[src/rtl/alu_multicycle.sv]
// Multi-cycle ALU with a valid/ready request side and a valid/ready result side.
// Single-cycle ops (AND/OR/ADD/SUB/SLT, zero-length shifts) finish at the
// accept edge. MULU uses an unsigned shift-add loop and SRL/SLL shift one bit
// per cycle. The result stays in DONE until the consumer takes it.
module alu_multicycle #(
  parameter int WIDTH = 32
) (
  input  logic             clk,
  input  logic             rst,
  input  logic             in_valid,
  output logic             in_ready,
  input  logic [2:0]       op,
  input  logic [WIDTH-1:0] a,
  input  logic [WIDTH-1:0] b,
  output logic             out_valid,
  input  logic             out_ready,
  output logic [WIDTH-1:0] result,
  output logic [WIDTH-1:0] result_hi,
  output logic             zero,
  output logic             cout,
  output logic             overflow
);

  localparam int SW = $clog2(WIDTH);

  typedef enum logic [1:0] {IDLE, BUSY, DONE} state_t;
  typedef enum logic [2:0] {
    OP_AND = 3'b000, OP_OR, OP_ADD, OP_MULU, OP_SRL, OP_SLL, OP_SUB, OP_SLT
  } op_t;

  state_t           state, state_n;
  op_t              op_in, op_q;
  logic [WIDTH-1:0] mcand, acc_hi, acc_lo;
  logic [SW-1:0]    cnt, shamt;
  logic             accept, multi;

  assign op_in     = op_t'(op);
  assign shamt     = b[SW-1:0];
  assign in_ready  = (state == IDLE) && !rst;
  assign out_valid = (state == DONE);
  assign accept    = in_valid && in_ready;
  assign multi     = (op_in == OP_MULU) ||
                     (((op_in == OP_SRL) || (op_in == OP_SLL)) && (shamt != '0));

  // Single-cycle results and flags, taken straight from the request operands.
  logic [WIDTH:0]   add_full, sub_full;
  logic             add_ovf, sub_ovf;
  logic [WIDTH-1:0] alu_res;
  logic             alu_c, alu_v;

  // Combinational single-cycle datapath.
  always_comb begin
    // NOTE: every always_comb output gets a default first so no path can leave it unassigned and infer a latch.
    alu_res  = '0;
    alu_c    = 1'b0;
    alu_v    = 1'b0;
    add_full = {1'b0, a} + {1'b0, b};
    sub_full = {1'b0, a} + {1'b0, ~b} + (WIDTH+1)'(1);
    add_ovf  = (a[WIDTH-1] == b[WIDTH-1]) && (add_full[WIDTH-1] != a[WIDTH-1]);
    sub_ovf  = (a[WIDTH-1] != b[WIDTH-1]) && (sub_full[WIDTH-1] != a[WIDTH-1]);
    case (op_in)
      OP_AND: alu_res = a & b;
      OP_OR:  alu_res = a | b;
      OP_ADD: begin
        alu_res = add_full[WIDTH-1:0];
        alu_c   = add_full[WIDTH];
        alu_v   = add_ovf;
      end
      OP_SUB: begin
        alu_res = sub_full[WIDTH-1:0];
        alu_c   = sub_full[WIDTH];
        alu_v   = sub_ovf;
      end
      // Sign of the difference corrected by overflow gives the true signed compare.
      OP_SLT: alu_res = WIDTH'(sub_full[WIDTH-1] ^ sub_ovf);
      // Only reached with a zero shift amount: the operand passes through.
      OP_SRL, OP_SLL: alu_res = a;
      default: alu_res = '0;
    endcase
  end

  // One iteration of the multi-cycle loop on the working registers.
  logic [WIDTH:0]   mul_sum;
  logic [WIDTH-1:0] step_hi, step_lo;

  // Next value of the working registers for the current BUSY cycle.
  always_comb begin
    mul_sum = {1'b0, acc_hi} + (acc_lo[0] ? {1'b0, mcand} : '0);
    step_hi = acc_hi;
    step_lo = acc_lo;
    case (op_q)
      OP_MULU: begin
        step_hi = mul_sum[WIDTH:1];
        step_lo = {mul_sum[0], acc_lo[WIDTH-1:1]};
      end
      OP_SRL:  step_lo = acc_lo >> 1;
      OP_SLL:  step_lo = acc_lo << 1;
      default: ;
    endcase
  end

  // State register.
  always_ff @(posedge clk or posedge rst) begin
    // NOTE: sequential state uses non-blocking assignments so every flop samples pre-edge values.
    if (rst) state <= IDLE;
    else     state <= state_n;
  end

  // Next-state logic.
  always_comb begin
    state_n = state;
    case (state)
      IDLE: if (accept) state_n = multi ? BUSY : DONE;
      BUSY: if (cnt == '0) state_n = DONE;
      DONE: if (out_ready) state_n = IDLE;
      default: state_n = IDLE;
    endcase
  end

  // Operand capture, iteration and result registers.
  always_ff @(posedge clk or posedge rst) begin
    if (rst) begin
      op_q      <= OP_AND;
      mcand     <= '0;
      acc_hi    <= '0;
      acc_lo    <= '0;
      cnt       <= '0;
      result    <= '0;
      result_hi <= '0;
      zero      <= 1'b1;
      cout      <= 1'b0;
      overflow  <= 1'b0;
    end else begin
      case (state)
        IDLE: if (accept) begin
          op_q   <= op_in;
          mcand  <= a;
          acc_hi <= '0;
          if (op_in == OP_MULU) begin
            acc_lo <= b;
            cnt    <= SW'(WIDTH-1);
          end else if (multi) begin
            acc_lo <= a;
            cnt    <= shamt - SW'(1);
          end else begin
            result    <= alu_res;
            result_hi <= '0;
            zero      <= (alu_res == '0);
            cout      <= alu_c;
            overflow  <= alu_v;
          end
        end
        BUSY: begin
          acc_hi <= step_hi;
          acc_lo <= step_lo;
          if (cnt == '0) begin
            result    <= step_lo;
            result_hi <= step_hi;
            zero      <= ({step_hi, step_lo} == '0);
            cout      <= 1'b0;
            overflow  <= 1'b0;
          end else begin
            cnt <= cnt - SW'(1);
          end
        end
        default: ;
      endcase
    end
  end

endmodule

[config.mk]
export PLATFORM = sky130hd
export DESIGN_NAME = alu_multicycle
export DESIGN_NICKNAME = d
export VERILOG_FILES = /design/src/rtl/alu_multicycle.sv
export SDC_FILE = /design/constraint.sdc
export NUM_CORES = 1
export LEC_CHECK = 0
export CORE_UTILIZATION = 40
export DETAILED_ROUTE_END_ITERATION = 6
export REMOVE_ABC_BUFFERS = 1
export SETUP_SLACK_MARGIN = 0.4
export SYNTH_ARGS = -nofsm -noshare
export SYNTH_HDL_FRONTEND = slang
export SYNTH_SLANG_ARGS = --single-unit
[constraint.sdc]
create_clock -name clk -period 12.4 [get_ports clk]
set_input_delay 1.24 -clock clk [delete_from_list [all_inputs] [get_ports clk]]
set_output_delay 1.24 -clock clk [all_outputs]
set_load 0.01 [all_outputs]
Yosys cells after proc, flatten, opt, wreduce, memory -nomap -nowiden
Cells that the tools add are included.

storage, ports and cells
  register bits = 173
  input port bits = 71
  output and inout bits = 69
  word-level logic and storage cells = 112

cells by class
  $add $sub $neg = 6
  equal/unequal tests = 23
  muxes and demuxes = 46
  bitwise logic cells = 4
  reductions and logical operators = 22

operators by type and width
  cell                                                                   number
  32-bit two-way mux                                                     14
  32-bit one-hot mux with 2 select lines                                 4
  32-bit one-hot mux with 6 select lines                                 1
  32-bit by 32-bit adder with 33-bit output                              3
  32-bit one-hot mux with 3 select lines                                 1
  64-bit zero test                                                       1
  33-bit by 1-bit adder with 33-bit output, second input constant        1
  32-bit AND                                                             1
  32-bit zero test                                                       1
  32-bit inverter                                                        1
  32-bit bitwise OR                                                      1
  5-bit two-way mux                                                      4
  3-bit equality test, second input constant                             6
  1-bit two-way mux                                                      11
  2-bit != test, second input constant                                   5
  1-bit one-hot mux with 2 select lines                                  5
  5-bit one-hot mux with 2 select lines                                  1
  5-bit by 1-bit subtractor with 5-bit output, second input constant     2
  3-bit by 2-bit equality test with 1-bit output, second input constant  3
  2-bit two-way mux                                                      4
  2-bit one-hot mux with 3 select lines                                  1
  3-bit AND reduction                                                    2
  1-bit logical AND                                                      5
  5-bit zero test                                                        1
  18 further kinds                                                       22

Longest topological paths before layout
Gate-level depths: netlist of the first run.

  depth in word-level cells = 12
  gate-level depth with buffers = 23
  gate-level depth less buffers = 22

Least setup slack after synthesis of the first run
Ideal clock, no wire load.

  path kind = input port to flip-flop
  start point = in b[19]
  end point = reg zero
  setup time = 61 ps
  arrival = 5911 ps
  required time = 12339 ps
  slack = 6428 ps
  cell stages on the path = 23
  buffers on the path = 1
  cell sequence = inv_1 > ha_1 > buf_6 > or4_4 > nor4_2 > o21a_2 > o211ai_2 > a21o_1 > nand2_1 > a21oi_1 > o21bai_1 > fa_1 > and3b_1 > a2111oi_2 > a41oi_1 > nor4_1 > nand3b_1 > a2111oi_0 > o211ai_1 > or4_1 > or4_1 > nor3_1 > a221o_1

between the ends
  cells in the longest elaborated chain, start to end = 12
  elaborated cells on any way between the ends = 15
  classes of those cells = add/sub (3); eq/ne (1); mux (5); bitwise (4); reduce/logical (2)

RTL lines
  item                                       RTL line  text
  from (decl)                                14        input logic [WIDTH-1:0] b,
  32-bit inverter                            58        sub_full = {1'b0, a} + {1'b0, ~b} + (WIDTH+1)'(1);
  32-bit by 32-bit adder with 33-bit output  58
  33-bit by 1-bit adder with 33-bit output   58
  1-bit != test                              60        sub_ovf = (a[WIDTH-1] != b[WIDTH-1]) && (sub_full[WIDTH-1] != a[WIDTH-1]);
  1-bit logical AND                          60
  1-bit XOR                                  75        OP_SLT: alu_res = WIDTH'(sub_full[WIDTH-1] ^ sub_ovf);
  32-bit one-hot mux with 6 select lines *   61        case (op_in)
  32-bit zero test *                         148       zero <= (alu_res == '0);
  1-bit two-way mux *                        142       end else if (multi) begin
  1-bit two-way mux *                        139       if (op_in == OP_MULU) begin
  1-bit two-way mux *                        135       IDLE: if (accept) begin
  1-bit one-hot mux with 2 select lines *    134       case (state)
  to (signal assigned)                       148
  to (signal assigned)                       159       zero <= ({step_hi, step_lo} == '0);
  to (decl)                                  19        output logic zero,

Mark *: on every way between the ends. The rest lies on a longest branch, timed or not. The select of a mux whose other input is x is not followed.
A chain may end at the register's enable or synchronous reset.

Worst setup path after layout of the first run
  start point = in a[19]
  end point = reg zero

between the ends
  cells in the longest elaborated chain, start to end = 11
  elaborated cells on any way between the ends = 14
  classes of those cells = add/sub (3); eq/ne (1); mux (5); bitwise (3); reduce/logical (2)

RTL lines
  item                                       RTL line  text
  from (decl)                                13        input logic [WIDTH-1:0] a,
  32-bit by 32-bit adder with 33-bit output  58
  33-bit by 1-bit adder with 33-bit output   58
  1-bit != test                              60
  1-bit logical AND                          60
  1-bit XOR                                  75
  32-bit one-hot mux with 6 select lines *   61
  32-bit zero test *                         148
  1-bit two-way mux *                        142
  1-bit two-way mux *                        139
  1-bit two-way mux *                        135
  1-bit one-hot mux with 2 select lines *    134

Marks and branches as above.

==> reports/results.md, run 1 <==
| Parameter | Reported |
|:---|:---|
| Most frequent standard cell in the layout excluding fill and tap cells | sky130_fd_sc_hd__nand2_1 |
| Routed vias | 16610 |
| Synth warnings | 0 |
| Total overflow reported by the global router | 0 |
| Storage cell area | 4330 um2 |
| Total wire length after detailed routing | 62160 um |
| Achievable clock frequency | 142.6 MHz |
| Max-capacitance violation count | 0 |
| Via count of the first global-routing pass | 15610 |
| Tot GR Track Use | 0.2966 |
| TritonCTS clock tree | built |
| Final-report max-slew violation count | 0 |
| Critical register-to-register path startpoint | acc_lo[0]$_DFFE_PP0P_ |
| Number of flip-flops and latches in the synthesized netlist | 173 |
| Highest net fanout along the worst path | 10 |
| CTS sink cnt | 173 |
| Number of standard-cell rows in the floorplan | 74 |
| Leakage power summed over all cells | 8.175 nW |
| Post-route DRC | 0 |
| Final min period | 7.012 ns |
| Number of instances in the synthesized netlist | 2118 |
| Count of H-tree levels built during CTS | 4 |
| Worst vdd rail ir drop | 0.1291 mV |
| Core box area | 40740 um2 |
| DRT iter0 DRCs | 1540 |
| Detail-routed net length per standard cell | 22.96 um |
| Clk slew on worst S/H paths | 0.08 ns |
| Slew of the pin with the lowest slew margin | 0.9936 ns |
| Drt first pass iters | 5 |
| Layout Nets | 2375 |
| Total of cells resized after clock tree synthesis | 0 |
| Setup fix buffers added after clock tree synthesis | 0 |
| EDFF count, synth | 0 |
| Clock Tree Buf Depth | 2 |
| Arrival time at the worst endpoint | 7.44 ns |
| Footprint of the multi-input gates | 11060 um2 |
| Total die area | 42060 um2 |
| Cts hold-fix bufs | 0 |
| Ratio of cells with drive above 1 in the final layout | 0.06167 |
| Worst hold path type | reg2reg |
| Post-layout total power | 3.524 mW |
| Source of the critical timing path | a[19] |
| Type of destination of the critical path | flip-flop |
| Die outline width | 205.1 um |
| Most frequently used flop master after synthesis | sky130_fd_sc_hd__dfrtp_1 |
| PD cells | 187.9 nW/um2 |
| Worst Hold Launch | result_hi[7]$_DFFE_PP0P_ |
| Hold Violations, Final | 0 |
| Placed inst area | 18120 um2 |
| Area growth from synthesis to layout | 13.66% |
| Final period utilization | 0.5655 |
| GPL Wtd Cong | 0.9806 |
| Number of library cell types mapped by synthesis | 98 |
| Number of vias per cell | 6.136 |
| Number of antenna violations at the first check in global routing | 2 |
| Top library cells by usage in the layout, fill and taps aside | sky130_fd_sc_hd__nand2_1 (273), sky130_fd_sc_hd__nor2_1 (173), sky130_fd_sc_hd__dfrtp_1 (172) |
| Sequential cell area fraction in the yosys report | 0.2625 |
| First-pass GRT wire length | 94210 um |
| Run status | finished clean |
| Startpoint type of the worst setup path | input port |
| Skew-Pair Late Insertion Delay | 0.48 ns |
| Setup total negative slack | 0 ns |
| Setup violators final | 0 |
| Data required time of the critical path | 12.83 ns |
| Fin Clk Skew | 0.01613 ns |
| Area of the mapped netlist | 16500 um2 |
| Effective utilization at floorplan | 0.4049 |
| Number of port buffers | 139 |
| Share of the core filled with cells in the final layout | 0.4602 |
| RSZ-0062 raised after global routing | false |
| Async set-or-reset flop fraction in the synthesized netlist | 1.000 |
| Dpl hpwl | 47060 um |
| I/O pin total | 140 |
| Final design area excluding fillers | 18750 um2 |
| Category of the critical setup timing path | in2reg |
| Largest net degree at the start of global routing | 75 |
| Relative slew slack | 0.3362 |
| Overall die height | 205.1 um |
| Clock root buffer | sky130_fd_sc_hd__clkbuf_16 |
| Number of buffers created by CTS | 17 |
| Syn_area_per_cell | 7.788 um2 |
| Post-route antenna net violation count | 0 |
| Fill count | 4092 |
## metal layers
metal,wire length (um),GRT usage,up-vias
met3,4483,0.05043,109
met2,28260,0.4678,680
li1,-,-,7751
met1,27430,0.4062,8070
met4,1979,0.1045,0
met5,0,0,-
## layout make-up
cell class	count	area share
tap	532	0.03550
clock buffer	21	0.02509
inverter	133	0.02689
multi-input combinational	1673	0.5899
sequential	173	0.2310
clock inverter	11	0.008275
timing repair buffer	162	0.08315
antenna	2	0.0002669
## registers in the layout (all words and copies together), names as in the netlist
signal and flops:
acc_hi 32, acc_lo 32, mcand 32, result 32
result_hi 32, cnt 5, op_q 3, state 2
cout 1, overflow 1, zero 1
## path summary, 6_finish.rpt
kind | slack (ns) | cells after the start | end
max | 5.39 | 23 | zero$_DFFE_PP1P_
min | 0.47 | 2 | result_hi[7]$_DFFE_PP0P_
max reg2reg | 6.99 | 15 | zero$_DFFE_PP1P_
min reg2reg | 0.47 | 2 | result_hi[7]$_DFFE_PP0P_
max in group asynchronous | 9.84 | 3 | result[27]$_DFFE_PP0P_
min in group asynchronous | 1.26 | 2 | state[0]$_DFFE_PP0P_
## power breakdown
group          switching [mW]  internal (mW)
sequential              0.243          0.787
clock                   0.259          0.335
combinational            1.15          0.751
total                    1.65           1.87
## through the flow
step | hold WS (ns) | worst slack, ns | std cells
2_1_floorplan | 0.4600 | 5.544 | 1979
3_3_place_gp | 0.4626 | 5.125 | 2673
3_5_place_dp | 0.4658 | 4.952 | 2673
4_1_cts | 0.4812 | 5.455 | 2705
5_1_grt | 0.5018 | 5.076 | 2706
6_report | 0.4736 | 5.388 | 2707
## synthesized netlist by cell type, types with 13 or more instances
library cell	count	area (um2)
sky130_fd_sc_hd__nor3_1	40	200.2
sky130_fd_sc_hd__inv_1	131	491.7
sky130_fd_sc_hd__dfrtp_1	172	4304
sky130_fd_sc_hd__buf_2	14	70.07
sky130_fd_sc_hd__a21oi_1	145	725.7
sky130_fd_sc_hd__xor2_1	21	183.9
sky130_fd_sc_hd__buf_1	14	52.55
sky130_fd_sc_hd__nand2_1	273	1025
sky130_fd_sc_hd__nand4_1	15	93.84
sky130_fd_sc_hd__xnor2_1	24	210.2
sky130_fd_sc_hd__clkbuf_1	92	345.3
sky130_fd_sc_hd__and2_1	42	262.8
sky130_fd_sc_hd__nor2_1	173	649.4
sky130_fd_sc_hd__or3_1	13	81.33
sky130_fd_sc_hd__a311oi_1	22	192.7
sky130_fd_sc_hd__ha_1	140	1752
sky130_fd_sc_hd__o21ai_0	170	850.8
sky130_fd_sc_hd__o22ai_1	23	143.9
sky130_fd_sc_hd__a211oi_1	45	337.8
sky130_fd_sc_hd__a21o_1	45	337.8
sky130_fd_sc_hd__o31ai_1	43	322.8
sky130_fd_sc_hd__nand3_1	27	135.1
sky130_fd_sc_hd__o21a_1	18	135.1
sky130_fd_sc_hd__a31oi_1	16	100.1
sky130_fd_sc_hd__o32ai_1	19	166.4
sky130_fd_sc_hd__o211ai_1	37	277.8
sky130_fd_sc_hd__mux2i_1	16	160.2
sky130_fd_sc_hd__nor2b_1	26	162.7
sky130_fd_sc_hd__mux2_2	39	439.2
sky130_fd_sc_hd__nand2b_1	29	181.4
## worst max-delay path, cell delays in order
cell and delay [ns]:
sky130_fd_sc_hd__clkdlybuf4s50_1 0.76, sky130_fd_sc_hd__inv_1 0.09, sky130_fd_sc_hd__ha_1 0.46, sky130_fd_sc_hd__or4_4 0.61
sky130_fd_sc_hd__nor4_2 0.22, sky130_fd_sc_hd__o21a_2 0.18, sky130_fd_sc_hd__o211ai_2 0.12, sky130_fd_sc_hd__a21o_1 0.26
sky130_fd_sc_hd__nand2_1 0.08, sky130_fd_sc_hd__a21oi_1 0.06, sky130_fd_sc_hd__o21bai_1 0.18, sky130_fd_sc_hd__fa_1 0.22
sky130_fd_sc_hd__and3b_1 0.20, sky130_fd_sc_hd__a2111oi_2 0.28, sky130_fd_sc_hd__a41oi_1 0.10, sky130_fd_sc_hd__nor4_1 0.35
sky130_fd_sc_hd__nand3b_1 0.13, sky130_fd_sc_hd__a2111oi_0 0.39, sky130_fd_sc_hd__o211ai_1 0.15, sky130_fd_sc_hd__or4_1 0.52
sky130_fd_sc_hd__or4_1 0.48, sky130_fd_sc_hd__nor3_1 0.21, sky130_fd_sc_hd__a221o_1 0.13
## cells by family (layout without fill, tap and decap cells)
logic type,Yosys count,count (layout),share of synthesized area
buf+inv,272,327,0.06970
compound gates,717,717,0.2938
flops,173,173,0.2625
mux,55,55,0.03633
xor+xnor,45,45,0.02389
simple gates,712,712,0.2027
other cells,0,2,0
fa+ha+maj,144,144,0.1110
Note: power is estimated with default switching activity, not from simulation.
==> run 2, diff against run 1 <==
==> constraint.sdc (replaced) <==
create_clock -name clk -period 5.71 [get_ports clk]
set_input_delay 0.571 -clock clk [delete_from_list [all_inputs] [get_ports clk]]
set_output_delay 0.571 -clock clk [all_outputs]
set_load 0.01 [all_outputs]
==> run 2 against run 1 <==
Wire length is 0.98% higher. Die area unchanged. Clock-buffer cell count is 3 lower. Register-to-register slack worse by 5.9 ns. First-iteration DRC count is 7.5% higher. Critical path type unchanged. Final area rose by 10%. Total power up 120%. Sequential power is 110% higher. Flip-flop and latch count did not move. Sequential share of layout area shrank 2.1 points.
==> reports/results.md, run 2 (synthesis gave the netlist of run 1 again) <==
| Parameter | Reported | Delta |
|:---|:---|:---|
| Core box area | 40740 um2 | unchanged |
| Achievable clock frequency | 189.2 MHz |  |
| Clock root buffer | sky130_fd_sc_hd__clkbuf_16 |  |
| Slew of the pin with the lowest slew margin | 0.9763 ns | -0.01728 ns |
| Die outline width | 205.1 um | unchanged |
| Number of vias per cell | 5.939 | -3.2% |
| RSZ-0062 raised after global routing | true |  |
| Leakage power summed over all cells | 9.360 nW | +14% |
| Area growth from synthesis to layout | 24.98% |  |
| Arrival time at the worst endpoint | 5.69 ns | -1.75 ns |
| Most frequent standard cell in the layout excluding fill and tap cells | sky130_fd_sc_hd__nand2_1 |  |
| I/O pin total | 140 | unchanged |
| Count of H-tree levels built during CTS | 4 | unchanged |
| Number of cells in the finished layout apart from fillers | 2898 | +7.1% |
| DRT iter0 DRCs | 1655 | +7.5% |
| Number of port buffers | 139 | unchanged |
| Routed vias | 17210 | +3.6% |
| Number of antenna violations at the first check in global routing | 0 | -2 |
| Skew-Pair Late Insertion Delay | 0.47 ns | about the same |
| Worst slack at placement | -0.7695 ns | -5.721 ns |
| Top library cells by usage in the layout, fill and taps aside | sky130_fd_sc_hd__nand2_1 (273), sky130_fd_sc_hd__buf_4 (211), sky130_fd_sc_hd__nor2_1 (172), sky130_fd_sc_hd__dfrtp_1 (172), sky130_fd_sc_hd__o21ai_0 (169) |  |
| Type of destination of the critical path | flip-flop |  |
| Run status | finished clean |  |
| Min setup slack post-route | 0.4259 ns | -4.962 ns |
| Clock Tree Buf Depth | 2 | unchanged |
| Overall die height | 205.1 um | unchanged |
| Setup violators final | 0 | unchanged |
| Number of standard-cell rows in the floorplan | 74 | unchanged |
| Via count of the first global-routing pass | 16240 | +4.0% |
| Share of the core filled with cells in the final layout | 0.5061 | +0.04585 |
| Post-route antenna net violation count | 0 | unchanged |
| Detail-routed net length per standard cell | 21.66 um | -5.7% |
| TritonCTS clock tree | built |  |
| Tot GR Track Use | 0.2974 | +0.0007930 |
| Fin Clk Skew | 0.01236 ns | -0.003774 ns |
| Category of the critical setup timing path | in2reg |  |
| Cts hold-fix bufs | 0 | unchanged |
| PD cells | 371.9 nW/um2 | +98% |
| Clk slew on worst S/H paths | 0.07 ns | about the same |
| Worst hold path type | reg2reg |  |
| Largest net degree at the start of global routing | 103 | +37% |
| Total die area | 42060 um2 | unchanged |
| First-pass GRT wire length | 95700 um | +1.6% |
| Highest net fanout along the worst path | 3 | -7 |
| Drt first pass iters | 6 | +1 |
| Worst vdd rail ir drop | 0.2018 mV | +56% |
| Number of buffers created by CTS | 17 | unchanged |
| Layout Nets | 2568 | +8.1% |
| Startpoint type of the worst setup path | input port |  |
| Final min period | 5.284 ns |  |
| Final period utilization | 0.9254 |  |
| Total overflow reported by the global router | 0 | unchanged |
| Post-route DRC | 0 | unchanged |
| GPL Wtd Cong | 0.9886 | +0.82% |
| Max-capacitance violation count | 0 | unchanged |
| Data required time of the critical path | 6.12 ns | -6.71 ns |
| Hold Violations, Final | 0 | unchanged |
| Number of diodes | 0 | -2 |
| Ratio of cells with drive above 1 in the final layout | 0.1741 | +0.1125 |
| Relative slew slack | 0.3474 | +0.01121 |
| Final-report max-slew violation count | 0 | unchanged |
| Inst Count DP | 2852 | +6.7% |
| Dpl hpwl | 49110 um | +4.4% |
| Effective utilization at floorplan | 0.4049 | unchanged |
| CTS sink cnt | 173 | unchanged |
| Fill count | 3963 | -3.2% |
| Total wire length after detailed routing | 62770 um | +0.98% |
[run 2: cell count changes in the layout (fill, tap and decap cells not counted), moves of 22 or more]
cell | previous run | this run
sky130_fd_sc_hd__inv_1 | 130 | 101
sky130_fd_sc_hd__inv_2 | 1 | 28
sky130_fd_sc_hd__dlymetal6s2s_1 | 0 | 27
sky130_fd_sc_hd__ha_1 | 140 | 118
sky130_fd_sc_hd__clkdlybuf4s50_1 | 138 | 97
sky130_fd_sc_hd__buf_4 | 23 | 211
[run 2: critical path, stage by stage]
cell	delay, ns
sky130_fd_sc_hd__clkdlybuf4s50_1	0.44
sky130_fd_sc_hd__inv_1	0.12
sky130_fd_sc_hd__ha_1	0.28
sky130_fd_sc_hd__nand2b_1	0.21
sky130_fd_sc_hd__o311ai_4	0.15
sky130_fd_sc_hd__o21ai_4	0.24
sky130_fd_sc_hd__o211ai_4	0.10
sky130_fd_sc_hd__a21o_1	0.18
sky130_fd_sc_hd__nand2_1	0.08
sky130_fd_sc_hd__a21oi_2	0.06
sky130_fd_sc_hd__o21bai_1	0.17
sky130_fd_sc_hd__fa_2	0.24
sky130_fd_sc_hd__and3b_2	0.23
sky130_fd_sc_hd__a2111oi_4	0.30
sky130_fd_sc_hd__a41oi_2	0.09
sky130_fd_sc_hd__nor4_2	0.30
sky130_fd_sc_hd__nand3b_1	0.12
sky130_fd_sc_hd__a2111oi_2	0.35
sky130_fd_sc_hd__o211ai_1	0.14
sky130_fd_sc_hd__or4_4	0.51
sky130_fd_sc_hd__or4_4	0.49
sky130_fd_sc_hd__nor3_2	0.17
sky130_fd_sc_hd__a221o_1	0.14
[run 2: final timing paths]
path / startpoint / to / slack (ns) / depth (start not counted)
max: b[2] / zero$_DFFE_PP1P_ / 0.43 / 23
min: result_hi[19]$_DFFE_PP0P_ / result_hi[19]$_DFFE_PP0P_ / 0.47 / 2
max reg2reg: acc_lo[0]$_DFFE_PP0P_ / zero$_DFFE_PP1P_ / 1.05 / 16
min reg2reg: result_hi[19]$_DFFE_PP0P_ / result_hi[19]$_DFFE_PP0P_ / 0.47 / 2
max in group asynchronous: rst / acc_hi[27]$_DFFE_PP0P_ / 3.83 / 3
min in group asynchronous: rst / state[1]$_DFFE_PP0P_ / 0.75 / 2
[run 2: cell type report]
type	count	area, um2	area share
clock inverters	14	158.9	0.007707
clock buffers	18	429.2	0.02082
flip-flops and latches	173	4330	0.2100
multi-input cells	1673	11460	0.5561
repair buffers	355	3059	0.1484
inverters	133	509.2	0.02470
well taps	532	665.6	0.03229
[run 2: per-layer routing]
metal,global-route usage,wire (um),vias to the layer above
li1,-,-,8123
met1,0.4143,27950,8274
met2,0.4726,28460,699
met3,0.03532,4285,115
met4,0.1034,2075,0
met5,0,0,-
[run 2: repair_timing]
item | CTS | global route
endpoints found under the setup margin | 1 | 1
resized for setup | 45 | 115
setup buffers | 4 | 10
pin swaps | 20 | 23
[run 2: per-stage QoR]
| stage | instance area [um2] | TNS [ns] | power (mW) | hold slack, ns |
|---|---|---|---|---|
| floorplan | 15850 | -0.4770 | 4.764 | 0.4600 |
| global placement | 19470 | -0.6203 | 6.308 | 0.4598 |
| detailed placement | 19470 | -0.7695 | 6.375 | 0.4600 |
| CTS | 20250 | 0 | 7.611 | 0.4770 |
| global route | 20620 | 0 | 8.211 | 0.4929 |
| finish | 20620 | 0 | 7.667 | 0.4731 |
[run 2: report_power, final]
group | internal [mW] | total, mW | switching, mW
clock network | 0.653 | 1.20 | 0.546
registers | 1.71 | 2.15 | 0.439
logic | 1.77 | 4.32 | 2.54
total | 4.14 | 7.67 | 3.53
==> run 3, diff against run 2 <==
--- a/config.mk
+++ b/config.mk
@@ -5,6 +5,7 @@
 export SDC_FILE = /design/constraint.sdc
 export NUM_CORES = 1
 export LEC_CHECK = 0
+export ABC_AREA = 1
 export CORE_UTILIZATION = 40
 export DETAILED_ROUTE_END_ITERATION = 6
 export REMOVE_ABC_BUFFERS = 1
==> run 3 against run 2 <==
First-iteration DRC count rose by 17%. Area after synthesis rose by 8.5%. Synthesized cell count rose by 42%. Die area rose by 8.4%. Sequential power rose by 6%. Maximum frequency rose by 23%. Clock-buffer cell count rose by 5. Critical endpoint unchanged. Setup slack improved by 1.0 ns. Wire length rose by 24%. Clock skew rose by 0.0063 ns. Worst hold slack improved by 0.0096 ns.
==> reports/results.md, run 3 <==
| Parameter | Reported | Delta |
|:---|:---|:---|
| Run status | finished clean |  |
| Endpoint of the worst-slack reg-to-reg timing path | zero$_DFFE_PP1P_ |  |
| Endpoint with the worst hold slack | result_hi[2]$_DFFE_PP0P_ |  |
| DRT iter0 DRCs | 1939 | +17% |
| Category of the critical setup timing path | in2reg |  |
| Data required time of the critical path | 6.15 ns | +0.03 ns |
| Total of cells resized after clock tree synthesis | 0 | -100% |
| Number of standard-cell rows in the floorplan | 77 | +4.1% |
| Clock root buffer | sky130_fd_sc_hd__clkbuf_16 |  |
| Sequential cell area fraction in the yosys report | 0.2420 | -0.02052 |
| Area of the mapped netlist | 17890 um2 | +8.5% |
| Achievable clock frequency | 233.5 MHz | +23% |
| Final min period | 4.283 ns | -1.001 ns |
| Most frequent standard cell in the layout excluding fill and tap cells | sky130_fd_sc_hd__nand2_1 |  |
| Layer with the highest usage after global routing | met2 |  |
| Largest net degree at the start of global routing | 113 | +9.7% |
| Final period utilization | 0.7500 | -0.1754 |
| Worst vdd rail ir drop | 0.2338 mV | +16% |
| Startpoint type of the worst setup path | input port |  |
| Post-route antenna net violation count | 0 | unchanged |
| Number of cells on the worst reg-to-reg path | 16 | unchanged |
| PD cells | 385.3 nW/um2 | +3.6% |
| Leakage power summed over all cells | 10.78 nW | +15% |
| Number of vias per cell | 5.466 | -8.0% |
| Dpl hpwl | 62120 um | +26% |
| Overall die height | 213.5 um | +4.1% |
| Fin Clk Skew | 0.01868 ns | +0.006328 ns |
| Number of instances in the synthesized netlist | 3010 | +42% |
| Layout Nets | 3292 | +28% |
| Die outline width | 213.5 um | +4.1% |
| Critical register-to-register path startpoint | op_q[0]$_DFFE_PP0P_ |  |
| Number of antenna violations at the first check in global routing | 4 | +4 |
| Most numerous cell in the Yosys netlist | sky130_fd_sc_hd__nand2_1 |  |
| Total overflow reported by the global router | 0 | unchanged |
| Share of the core filled with cells in the final layout | 0.4593 | -0.04674 |
| Most frequently used flop master after synthesis | sky130_fd_sc_hd__dfrtp_1 |  |
| GR Layer Usage met2 | 0.5601 | +0.08751 |
| Cell taking the most area after synthesis | sky130_fd_sc_hd__dfrtp_1 |  |
| Async set-or-reset flop fraction in the synthesized netlist | 1.000 | unchanged |
| Arrival time at the worst endpoint | 4.72 ns | -0.97 ns |
| Skew-Pair Late Insertion Delay | 0.51 ns | +0.04 ns |
| Worst-case hold slack | 0.4826 ns | +0.009553 ns |
| TritonCTS clock tree | built |  |
| Tot GR Track Use | 0.3437 | +0.04628 |
| Setup violators final | 0 | unchanged |
| Total die area | 45590 um2 | +8.4% |
| Worst R2R Setup Slack | 1.83 ns | +0.78 ns |
| Crit-path slowest cell | sky130_fd_sc_hd__clkdlybuf4s50_1 |  |
| Type of destination of the critical path | flip-flop |  |
| Clk slew on worst S/H paths | 0.06 ns | about the same |
| Total wire length after detailed routing | 77680 um | +24% |
| Fill count | 4812 | +21% |
| Final-report max-slew violation count | 0 | unchanged |
| RSZ-0062 raised after global routing | false |  |
| Most common library cells after synthesis | sky130_fd_sc_hd__nand2_1 (960), sky130_fd_sc_hd__inv_1 (485), sky130_fd_sc_hd__nand3_1 (296) |  |
| Drt first pass iters | 5 | -1 |
| Cells taking the most area after synthesis | sky130_fd_sc_hd__dfrtp_1 (24%), sky130_fd_sc_hd__nand2_1 (20%), sky130_fd_sc_hd__inv_1 (10%) |  |
| Top library cells by usage in the layout, fill and taps aside | sky130_fd_sc_hd__nand2_1 (957), sky130_fd_sc_hd__inv_1 (484), sky130_fd_sc_hd__nand3_1 (296) |  |
| CTS sink cnt | 173 | unchanged |
| Core box area | 44120 um2 | +8.3% |
| Post-synth top area share | 0.2405 | -0.02040 |
| Synth warnings | 0 | unchanged |
| First-pass GRT wire length | 114500 um | +20% |
| Post-route DRC | 0 | unchanged |
| Area growth from synthesis to layout | 13.26% |  |
| Number of port buffers | 139 | unchanged |
| Setup fix buffers added after clock tree synthesis | 0 | -4 |
| Ratio of cells with drive above 1 in the final layout | 0.03043 | -0.1437 |
| EDFF count, synth | 0 | unchanged |
| Worst hold path depth | 2 | unchanged |
| Number of cells in the finished layout apart from fillers | 3683 | +27% |
| Relative slew slack | 0.2425 | -0.1049 |
| Inst Count DP | 3650 | +28% |
| Worst Hold Launch | result_hi[2]$_DFFE_PP0P_ |  |
| Most prevalent standard cell on the critical path | sky130_fd_sc_hd__nand2_1 |  |
| Number of library cell types mapped by synthesis | 48 | -51% |
| Syn_area_per_cell | 5.945 um2 | -24% |
| Met1 layer usage reported by global route | 0.4425 | +0.02820 |
| GPL Wtd Cong | 0.9816 | -0.71% |
| Detail-routed net length per standard cell | 21.09 um | -2.6% |
| Met3 Track Usage GR | 0.06737 | +0.03205 |
| Max-capacitance violation count | 0 | unchanged |
| Highest net fanout along the worst path | 7 | +4 |
| Slew of the pin with the lowest slew margin | 1.136 ns | +0.1600 ns |
| Effective utilization at floorplan | 0.4055 | +0.0006324 |
| Via count of the first global-routing pass | 19070 | +17% |
| Count of H-tree levels built during CTS | 4 | unchanged |
| Hold Violations, Final | 0 | unchanged |
| Worst hold path type | reg2reg |  |
| Clock Tree Buf Depth | 2 | unchanged |
| Number of flip-flops and latches in the synthesized netlist | 173 | unchanged |
| Cts hold-fix bufs | 0 | unchanged |
| Largest incremental delay on the critical path | 0.57 ns | +0.06 ns |
| Setup total negative slack | 0 ns | unchanged |
| Routed vias | 20130 | +17% |
| I/O pin total | 140 | unchanged |
| Number of buffers created by CTS | 17 | unchanged |
-- run 3: cell types whose count changed after synthesis, sizes merged, moves of 29 or more --
cell / delta
nand2: +693
o211ai: -35
a21o: -46
nor2: +134
nand4: +41
clkbuf: -43
and2: -41
a211oi: -46
nand3: +272
o31ai: -37
inv: +356
mux2: -39
nand2b: -29
-- run 3: layout make-up --
class                   count  area (um2)  area share
multi-input cells        2235       11210      0.5532
clock inverters             8       108.9    0.005371
diodes                      2       5.005   0.0002469
well taps                 592       740.7     0.03655
repair buffers            159        1554     0.07667
flip-flops and latches    173        4330      0.2137
clock buffers              23       467.9     0.02309
inverters                 491        1848     0.09118
-- run 3: stage by stage --
step                cell area, um2  setup WS (ns)  power [mW]
floorplan                    17360         0.4063       4.693
global placement             19690          1.075       6.455
detailed placement           19690          1.035       6.493
CTS                          20260          1.557       7.751
global route                 20270          1.053       8.379
finish                       20270          1.427       7.809
-- run 3: kinds of logic after synthesis --
kind of cell    count (synthesis)  share of synthesized area
compound gates                419                     0.1316
flops                         173                     0.2420
simple gates                 1668                     0.3892
fa+ha+maj                     144                     0.1024
xor+xnor                        4                   0.001958
buf+inv                       602                     0.1329
-- run 3: how the worst max path moves through the flow --
stage	end	cells past startpoint	from	slack, ns
floorplan	acc_lo[0]$_DFFE_PP0P_	8	state[1]$_DFFE_PP0P_	0.41
global placement	zero$_DFFE_PP1P_	29	a[6]	1.08
finish	zero$_DFFE_PP1P_	29	a[6]	1.43
detailed placement	zero$_DFFE_PP1P_	29	a[6]	1.03
global route	zero$_DFFE_PP1P_	29	a[6]	1.05
CTS	zero$_DFFE_PP1P_	29	a[6]	1.56
-- run 3: critical path, delay by kind of cell --
family,cells,cell delay (ns)
adder cells (fa/ha/maj),2,0.65
AND/OR/NAND/NOR,23,2.41
AO/OA/AOI/OAI,2,0.42
buffers and inverters,2,0.68
-- run 3: per-layer routing --
metal  vias to the layer above  part of all wire
met5                         -           0.00017
met1                      9429              0.42
li1                       9725                 -
met2                       822              0.46
met3                       155             0.076
met4                         2             0.040
-- run 3: where the power goes --
group          leakage [nW]  switching, mW  internal [mW]
Clock                 0.270          0.573          0.666
Combinational          8.30           2.89           1.41
Sequential             2.21          0.566           1.70
